[src/rtl/aq_dcache_line_rd_seq.sv]
// Victim-line read sequencer: arbitrates for the data array, issues eight 64-bit reads,
// buffers the 1-cycle-latency SRAM output in a 2-entry FIFO and streams beats out.
// Optional macro AQ_DCACHE_LINE_RD_CRIT_FIRST_EN starts the line at req_dw_idx.
module aq_dcache_line_rd_seq (
    input  logic        forever_cpuclk,
    input  logic        cpurst,
    input  logic        req_vld,
    output logic        req_rdy,
    input  logic [6:0]  req_line_idx,
    input  logic [2:0]  req_dw_idx,
    output logic        arb_req,
    input  logic        arb_gnt,
    output logic        data_cen,
    output logic        data_gwen,
    output logic [63:0] data_wen,
    output logic [63:0] data_din,
    output logic [13:0] data_idx,
    output logic        data_clk_en,
    input  logic [63:0] data_dout,
    output logic        dout_vld,
    input  logic        dout_rdy,
    output logic [63:0] dout_data,
    output logic [2:0]  dout_beat,
    output logic        dout_last
);

    typedef enum logic [1:0] {IDLE, RD, DRAIN} state_t;

    state_t      state, state_nxt;
    logic [6:0]  line_q;
    logic [2:0]  beat_q;
    logic [3:0]  issue_cnt;
    logic        inflight;
    logic [2:0]  infl_beat;
    logic        infl_last;
    logic [63:0] buf_data [2];
    logic [2:0]  buf_beat [2];
    logic [1:0]  buf_last;
    logic        rd_ptr, wr_ptr;
    logic [1:0]  buf_cnt;
    logic        issue, push, pop, credit_ok, drained;
    logic [2:0]  start_beat;

`ifdef AQ_DCACHE_LINE_RD_CRIT_FIRST_EN
    assign start_beat = req_dw_idx;
`else
    logic unused_dw_idx;
    assign unused_dw_idx = ^req_dw_idx;
    assign start_beat    = 3'd0;
`endif

    assign push      = inflight;
    assign dout_vld  = (buf_cnt != 2'd0);
    assign pop       = dout_vld & dout_rdy;
    // Buffer slots plus the read in flight never exceed 2, unless a slot frees this cycle.
    assign credit_ok = (({1'b0, buf_cnt} + {2'b00, inflight}) < 3'd2) | pop;
    assign drained   = !inflight && ((buf_cnt == 2'd0) || ((buf_cnt == 2'd1) && pop));

    always_comb begin
        state_nxt = state;
        req_rdy   = 1'b0;
        arb_req   = 1'b0;
        issue     = 1'b0;
        case (state)
            IDLE: begin
                req_rdy = 1'b1;
                if (req_vld) state_nxt = RD;
            end
            RD: begin
                arb_req = 1'b1;
                issue   = arb_gnt & credit_ok;
                if (issue && issue_cnt == 4'd7) state_nxt = DRAIN;
            end
            DRAIN: begin
                if (drained) state_nxt = IDLE;
            end
            default: state_nxt = IDLE;
        endcase
    end

    assign data_cen    = ~issue;
    assign data_gwen   = 1'b1;
    assign data_wen    = '1;
    assign data_din    = '0;
    assign data_idx    = {1'b0, line_q, beat_q, 3'b000};
    assign data_clk_en = (state != IDLE);

    assign dout_data = buf_data[rd_ptr];
    assign dout_beat = buf_beat[rd_ptr];
    assign dout_last = buf_last[rd_ptr];

    always_ff @(posedge forever_cpuclk or posedge cpurst) begin
        if (cpurst) begin
            state     <= IDLE;
            line_q    <= '0;
            beat_q    <= '0;
            issue_cnt <= '0;
            inflight  <= 1'b0;
            infl_beat <= '0;
            infl_last <= 1'b0;
        end else begin
            state    <= state_nxt;
            inflight <= issue;
            if (state == IDLE && req_vld) begin
                line_q    <= req_line_idx;
                beat_q    <= start_beat;
                issue_cnt <= '0;
            end else if (issue) begin
                beat_q    <= beat_q + 3'd1;
                issue_cnt <= issue_cnt + 4'd1;
            end
            if (issue) begin
                infl_beat <= beat_q;
                infl_last <= (issue_cnt == 4'd7);
            end
        end
    end

    always_ff @(posedge forever_cpuclk or posedge cpurst) begin
        if (cpurst) begin
            for (int i = 0; i < 2; i++) begin
                buf_data[i] <= '0;
                buf_beat[i] <= '0;
            end
            buf_last <= '0;
            rd_ptr   <= 1'b0;
            wr_ptr   <= 1'b0;
            buf_cnt  <= '0;
        end else begin
            if (push) begin
                buf_data[wr_ptr] <= data_dout;
                buf_beat[wr_ptr] <= infl_beat;
                buf_last[wr_ptr] <= infl_last;
                wr_ptr           <= ~wr_ptr;
            end
            if (pop) rd_ptr <= ~rd_ptr;
            case ({push, pop})
                2'b10:   buf_cnt <= buf_cnt + 2'd1;
                2'b01:   buf_cnt <= buf_cnt - 2'd1;
                default: buf_cnt <= buf_cnt;
            endcase
        end
    end

endmodule

[config.mk]
export PLATFORM = sky130hd
export DESIGN_NAME = aq_dcache_line_rd_seq
export DESIGN_NICKNAME = d
export VERILOG_FILES = /design/src/rtl/aq_dcache_line_rd_seq.sv
export SDC_FILE = /design/constraint.sdc
export NUM_CORES = 1
export LEC_CHECK = 0
export ABC_AREA = 0
export BUFFER_PORTS_ARGS = -buffer_cell sky130_fd_sc_hd__buf_2
export CAP_MARGIN = 10
export CORE_ASPECT_RATIO = 1.2
export CORE_MARGIN = 1
export CORE_UTILIZATION = 50
export CTS_BUF_LIST = sky130_fd_sc_hd__clkbuf_2 sky130_fd_sc_hd__clkbuf_4 sky130_fd_sc_hd__clkbuf_8
export DETAILED_ROUTE_END_ITERATION = 10
export PLACE_DENSITY = 0.81
export SLEW_MARGIN = 20
export SYNTH_ARGS = -nofsm -noshare
export SYNTH_HDL_FRONTEND = slang
export SYNTH_SLANG_ARGS = --single-unit
[constraint.sdc]
create_clock -name forever_cpuclk -period 12.2 [get_ports forever_cpuclk]
set_input_delay 0.61 -clock forever_cpuclk [delete_from_list [all_inputs] [get_ports forever_cpuclk]]
set_output_delay 0.61 -clock forever_cpuclk [all_outputs]
set_load 0.05 [all_outputs]
==> impl_results.md, run 1 <==
* Number of hold-repair buffers added at the cts stage at 0
* Highest fanout seen on the critical path at between 40 and 50
* Commonest non-fill, non-tap cells in the layout: sky130_fd_sc_hd__mux2_2, sky130_fd_sc_hd__dfrtp_1, sky130_fd_sc_hd__buf_2
* TritonCTS clock tree: yes
* Clock sink total at about 160
* Worst hold margin at 0.373 ns
* Synthesis-stage register bit count at about 160
* IO Pins at a little under 300
* Utilization after layout at 0.568
* Actual slew at the worst max-slew pin at roughly 1 ns
* Final WL at ~13000 µm
* Starting DRT DRC Count at just over 200
* Die area at 16500 µm²
* Reg2Reg Setup Slack at about 10 ns
* Die span in x at between 100 and 150 µm
* Worst Setup End Kind: output port
* Pre-antenna DRT Iters at 4
* Overall die height at about 140 µm
* FP Rows at 50
* Area contributors post-synth: sky130_fd_sc_hd__dfrtp_1, sky130_fd_sc_hd__mux2_2, sky130_fd_sc_hd__buf_4
* Area overhead of the layout relative to synthesis at 10.8%
* Placeable Area at between 15000 and 20000 µm²
* Detailed-route DRC error count at 0
* Total global routing track utilization at 0.168
* Setup TNS after final layout at 0 ns
* DR vias at roughly 4500
* Clk buf depth at 2
* Vias in the first global route at between 4000 and 5000
* Layout cell share with drive strength beyond 1 at 0.513
* Fin. max-slew vios at 0
* Cells after DPL at between 900 and 1000
* Post-detailed-route count of antenna-violating nets at 0
* Final worst clock skew at 0.0137 ns
* RSZ-0062 raised after global routing: false
* Cell type with the largest total area after synthesis: sky130_fd_sc_hd__dfrtp_1
* Final period utilization at 0.257
* Most common cell after layout, fill and taps aside: sky130_fd_sc_hd__mux2_2
* Detail-routed net length per standard cell at 13.9 µm
* Initial core utilization at 0.512
* Post-cts gate resize count at 0
* Area share of the largest cell type after synthesis at 0.503
* Data required time at the worst endpoint at about 12 ns
* Arrival time at the worst endpoint at about 2.5 ns
* Combined area of all synthesized cells at 8010 µm²
* Post-CTS Setup Inserts at 0
* Worst min-delay path class: input pin to async pin
* Final Wtd Congestion at roughly 0.72
* Port Buffers at about 160
* Total number of nets in the final design at ~830
* Largest net degree at the start of global routing at 104
* Final hold violations at 0
* Antenna Diode Count at 0
* CTS buffer count at 17
* Number of standard cells in the final layout excluding fillers at a little under 1000
* Wire length of the first global-routing pass at 21700 µm
* Max-capacitance violation count at 0
* Category of the critical setup timing path: flop to output port
* Synthesized instance count at roughly 600
* GRT overflow at 0
* Number of antenna violations at the first check in global routing at 0
* Clk slew on worst S/H paths at 0.09 ns
* Worst-skew pair later-pin latency at approximately 0.44 ns
* Detailed placer's ending HPWL at 8950 µm
* Critical path startpoint category: flop
* Sequential share of the synthesized area at 0.503
* Status: completed
* Synth unique cells at 28
* H-tree Lvls at 4
* Maximum clock rate at between 300 and 400 MHz
* Mapped Avg Cell Area at 13.4 µm²
* Final critical-path required period at between 3 and 4 ns
* Per-cell via count in the routed design at roughly 4.6
* Root buffer selected by CTS: sky130_fd_sc_hd__clkbuf_8
* Total number of yosys warnings at 0
* Headroom to the max-slew limit at 0.335
* Final count of negative-setup-slack endpoints at 0
## cells in the mapped netlist
library cell               instances
sky130_fd_sc_hd__o21ai_0           8
sky130_fd_sc_hd__nand2_1          20
sky130_fd_sc_hd__buf_2            17
sky130_fd_sc_hd__ha_1              5
sky130_fd_sc_hd__nor2b_1           1
sky130_fd_sc_hd__inv_1             7
sky130_fd_sc_hd__o211ai_1          2
sky130_fd_sc_hd__nand3_1           5
sky130_fd_sc_hd__nor2_1            1
sky130_fd_sc_hd__o31ai_1           2
sky130_fd_sc_hd__buf_4           134
sky130_fd_sc_hd__clkbuf_1          2
sky130_fd_sc_hd__a21oi_1           2
sky130_fd_sc_hd__nand3b_1          1
sky130_fd_sc_hd__xnor2_1           2
sky130_fd_sc_hd__conb_1            2
sky130_fd_sc_hd__buf_6             5
sky130_fd_sc_hd__mux2i_1           1
sky130_fd_sc_hd__nand2b_1          1
sky130_fd_sc_hd__inv_2             1
sky130_fd_sc_hd__mux2_4           20
sky130_fd_sc_hd__mux2_1           20
sky130_fd_sc_hd__mux2_2          171
sky130_fd_sc_hd__xor2_1            2
sky130_fd_sc_hd__nor2b_2           1
sky130_fd_sc_hd__dfrtp_1         161
sky130_fd_sc_hd__o211ai_2          1
sky130_fd_sc_hd__and2b_1           1
## worst paths after layout
check,depth (start not counted),from,end
worst min-delay path,2,cpurst,infl_beat[1]$_DFFE_PP0P_
worst max-delay path,3,rd_ptr$_DFFE_PP0P_,dout_data[57]
worst max register to register,3,inflight$_DFF_PP0_,buf_data[81]$_DFFE_PP0P_
max in group asynchronous,3,cpurst,buf_data[108]$_DFFE_PP0P_
worst min register to register,1,issue_cnt[3]$_DFFE_PP0P_,issue_cnt[3]$_DFFE_PP0P_
min in group forever_cpuclk,2,data_dout[7],buf_data[7]$_DFFE_PP0P_
## state kept, by name, summed over array words and instances, names as in the netlist, 2 cells and up
register and count:
buf_cnt 2, beat_q 3, buf_data 128, issue_cnt 4, buf_beat 6, line_q 7
infl_beat 3, state 2, buf_last 2
## critical path, stage by stage (launching register included)
cell                      delay, ns
sky130_fd_sc_hd__dfrtp_2       0.82
sky130_fd_sc_hd__buf_4         0.61
sky130_fd_sc_hd__mux2_2        0.40
sky130_fd_sc_hd__buf_2         0.21
## per-layer routing
metal / vias up / track usage / wire (µm)
met5: - / 0 / 0
met4: 0 / 0.0621 / 157
met3: 11 / 0.0417 / 709
met2: 187 / 0.288 / 6880
met1: 2229 / 0.205 / 5700
li1: 2080 / - / -
## kinds of logic (layout without fill, tap and decap cells)
family	after synthesis	in the layout	synth area share
other	2	133	0.000937
and+or+nand+nor	31	31	0.0175
DFF	161	161	0.503
muxes	212	212	0.307
adders and majority gates	5	5	0.00781
buffers and inverters	166	201	0.148
xor gates and xnor gates	4	4	0.00437
AOI/OAI and AO/OA	15	15	0.0116
## cell type report
cell class	instances	area [µm²]
Tap cell	208	260
Inverter	8	35.0
Clock buffer	19	262
Fill cell	1314	6760
Clock inverter	13	174
Multi-Input combinational cell	400	3310
Sequential cell	161	4030
Timing Repair Buffer	161	813
## metrics by stage
stage,worst slack [ns],instance area [µm²]
2_1_floorplan,7.24,8500
3_3_place_gp,9.50,8440
3_5_place_dp,9.51,8440
4_1_cts,9.01,8880
5_1_grt,8.88,8880
6_report,9.07,8880
Power of run 1 is left out: the tool's default activity adds up to more than one toggle a clock period on the data nets, which glitch-free logic cannot reach.
==> inputs of run 2 (changes only) <==
--- a/config.mk
+++ b/config.mk
@@ -10,10 +10,10 @@
 export CAP_MARGIN = 10
 export CORE_ASPECT_RATIO = 1.2
 export CORE_MARGIN = 1
-export CORE_UTILIZATION = 50
+export CORE_UTILIZATION = 46
 export CTS_BUF_LIST = sky130_fd_sc_hd__clkbuf_2 sky130_fd_sc_hd__clkbuf_4 sky130_fd_sc_hd__clkbuf_8
 export DETAILED_ROUTE_END_ITERATION = 10
-export PLACE_DENSITY = 0.81
+export PLACE_DENSITY = 0.78
 export SLEW_MARGIN = 20
 export SYNTH_ARGS = -nofsm -noshare
 export SYNTH_HDL_FRONTEND = slang
==> constraint.sdc (replaced) <==
create_clock -name forever_cpuclk -period 2.6 [get_ports forever_cpuclk]
set_input_delay 0.13 -clock forever_cpuclk [delete_from_list [all_inputs] [get_ports forever_cpuclk]]
set_output_delay 0.13 -clock forever_cpuclk [all_outputs]
set_load 0.05 [all_outputs]
==> run 2 against run 1 <==
Critical path type unchanged. Worst hold slack lost 0.31 ns. Setup slack worse by 8.8 ns. Flip-flop and latch count stayed put. Cell area grew 9.9%. Die area rose by 8.6%. Count of clock-buffer cells in the layout stayed put. Global-route usage increased by 0.68 points. Final cell count grew 9.2%. Clock skew shrank 0.0038 ns. Register-to-register slack lost 9.5 ns. First-iteration DRC count fell by 33%.
==> impl_results.md, run 2 (synthesis results as in run 1) <==
* Status: completed (unchanged)
* TritonCTS clock tree: yes (unchanged)
* Data required time at the worst endpoint at 2.47 ns (was 11.59 ns)
* Final critical-path required period at between 2 and 2.5 ns
* Initial core utilization at 0.472 (was 0.512)
* Max-capacitance violation count at 0 (unchanged)
* Hold path startpoint: arb_gnt
* Actual slew at the worst max-slew pin at 0.728 ns (was 0.998 ns)
* Largest reg by FF count: buf_data (unchanged)
* RR Endpoint: issue_cnt[2]$_DFFE_PP0P_ (was buf_data[81]$_DFFE_PP0P_)
* FP Rows at 52 (was 50)
* Detailed-route DRC error count at 0 (unchanged)
* Root buffer selected by CTS: sky130_fd_sc_hd__clkbuf_8 (unchanged)
* Area overhead of the layout relative to synthesis at 21.8% (was 10.8%)
* Final Wtd Congestion at 0.758 (was 0.719)
* Final worst clock skew at 0.00996 ns (was 0.0137 ns)
* Pre-antenna DRT Iters at 4 (unchanged)
* Overall die height at 147 µm (was 141 µm)
* Hold Crit Endpoint: state[0]$_DFFE_PP0P_
* Worst Setup End Kind: output port (unchanged)
* Final period utilization at 0.902
* Uppermost signal routing layer after detailed routing: met4 (unchanged)
* Starting DRT DRC Count at 135 (was 202)
* Sum of met2 wire segment lengths after detailed routing at 8000 µm (was 6880 µm)
* Headroom to the max-slew limit at 0.513 (was 0.335)
* Worst min-delay path class: input pin to flop (was input pin to async pin)
* DR vias at 4822 (was 4507)
* Worst-skew pair later-pin latency at 0.44 ns (about the same)
* Layout cell share with drive strength beyond 1 at 0.474 (was 0.513)
* Clock sink total at 161 (unchanged)
* Reg2Reg Setup Slack at 0.66 ns (was 10.12 ns)
* Per-cell via count in the routed design at 4.55 (was 4.65)
* IO Pins at 295 (unchanged)
* Detailed placer's ending HPWL at 9840 µm (was 8950 µm)
* Antenna Diode Count at 0 (unchanged)
* Largest net degree at the start of global routing at 59 (was 104)
* Vias in the first global route at 4956 (was 4362)
* Total global routing track utilization at 0.175 (was 0.168)
* Post-CTS Setup Inserts at 0 (unchanged)
* Setup TNS after final layout at 0 ns (unchanged)
* Clk slew on worst S/H paths at 0.08 ns (was 0.09 ns)
* Highest fanout seen on the critical path at 18 (was 42)
* Clk buf depth at 2 (unchanged)
* Critical R2R Launch: buf_cnt[0]$_DFFE_PP0P_ (was inflight$_DFF_PP0_)
* Amount of wire on met3 after detailed routing at 751 µm (was 709 µm)
* Final count of negative-setup-slack endpoints at 0 (unchanged)
* Routed metal-1 wirelength at 6040 µm (was 5700 µm)
* H-tree Lvls at 4 (unchanged)
* Final WL at 15200 µm (was 13500 µm)
* Number of hold-repair buffers added at the cts stage at 72 (was 0)
* RSZ-0062 raised after global routing: false (unchanged)
* Placeable Area at 17000 µm² (was 15600 µm²)
* Post-detailed-route count of antenna-violating nets at 0 (unchanged)
* Maximum clock rate at roughly 430 MHz
* CTS buffer count at 17 (unchanged)
* Worst Reg2Reg Path Length in Cells at 7 (was 3)
* Number of antenna violations at the first check in global routing at 0 (unchanged)
* Port Buffers at 158 (unchanged)
* Commonest non-fill, non-tap cells in the layout: sky130_fd_sc_hd__mux2_2, sky130_fd_sc_hd__dfrtp_1, sky130_fd_sc_hd__buf_2 (unchanged)
* Number of cells on the worst hold path at 4
* Total number of nets in the final design at 914 (was 833)
* Biggest registers after layout: buf_data (128), line_q (7), buf_beat (6) (unchanged)
* Category of the critical setup timing path: flop to output port (unchanged)
* Die area at 18000 µm² (was 16500 µm²)
* Arrival time at the worst endpoint at 2.21 ns (was 2.52 ns)
* Die span in x at 122 µm (was 118 µm)
* GRT overflow at 0 (unchanged)
* Wire length of the first global-routing pass at 24100 µm (was 21700 µm)
* Number of flip-flops in the largest register at 128 (unchanged)
* Detail-routed net length per standard cell at 14.3 µm (was 13.9 µm)
* Final hold violations at 0 (unchanged)
* Fin. max-slew vios at 0 (unchanged)
* Most common cell after layout, fill and taps aside: sky130_fd_sc_hd__mux2_2 (unchanged)
* Critical path startpoint category: flop (unchanged)
* Post-cts gate resize count at 0 (unchanged)
[run 2: stage by stage]
step | area, µm² | std cells | hold slack [ns] | util | setup slack [ns]
6_report | 9760 | 1059 | 0.0613 | 0.575 | 0.255
5_1_grt | 9760 | 1059 | 0.0754 | 0.575 | 0.0611
4_1_cts | 9760 | 1059 | 0.0193 | 0.575 | 0.214
2_1_floorplan | 8510 | 727 | 0.262 | - | 0.427
3_3_place_gp | 8580 | 955 | 0.154 | 0.505 | 0.680
3_5_place_dp | 8580 | 955 | 0.166 | 0.505 | 0.668
[run 2: worst max-delay path by stage]
stage / start / to / cells past startpoint
2_1_floorplan: cpurst / beat_q[0]$_DFFE_PP0P_ / 1
3_3_place_gp: buf_cnt[0]$_DFFE_PP0P_ / issue_cnt[2]$_DFFE_PP0P_ / 7
3_5_place_dp: buf_cnt[0]$_DFFE_PP0P_ / issue_cnt[2]$_DFFE_PP0P_ / 7
4_1_cts: buf_cnt[0]$_DFFE_PP0P_ / data_cen / 5
5_1_grt: buf_cnt[0]$_DFFE_PP0P_ / data_cen / 5
6_report: buf_cnt[0]$_DFFE_PP0P_ / data_cen / 5
[run 2: layer usage]
layer	vias up	global-route usage
li1	2237	-
met1	2373	0.194
met2	186	0.314
met3	26	0.0363
met4	0	0.0787
met5	-	0
[run 2: area by class of cell]
class,instances,area (µm²)
Fill cell,1375,7220
Timing Repair Buffer,242,1660
Clock inverter,13,209
Inverter,8,33.8
Clock buffer,19,249
Tap cell,216,270
Multi-Input combinational cell,400,3310
Sequential cell,161,4030
[run 2: worst max-delay path, stage by stage (launching register included)]
cell	delay, ns
sky130_fd_sc_hd__dfrtp_1	0.42
sky130_fd_sc_hd__inv_1	0.07
sky130_fd_sc_hd__ha_1	0.19
sky130_fd_sc_hd__nor2b_2	0.09
sky130_fd_sc_hd__o211ai_2	0.61
sky130_fd_sc_hd__buf_2	0.39
Power of run 2 is left out for the same reason.
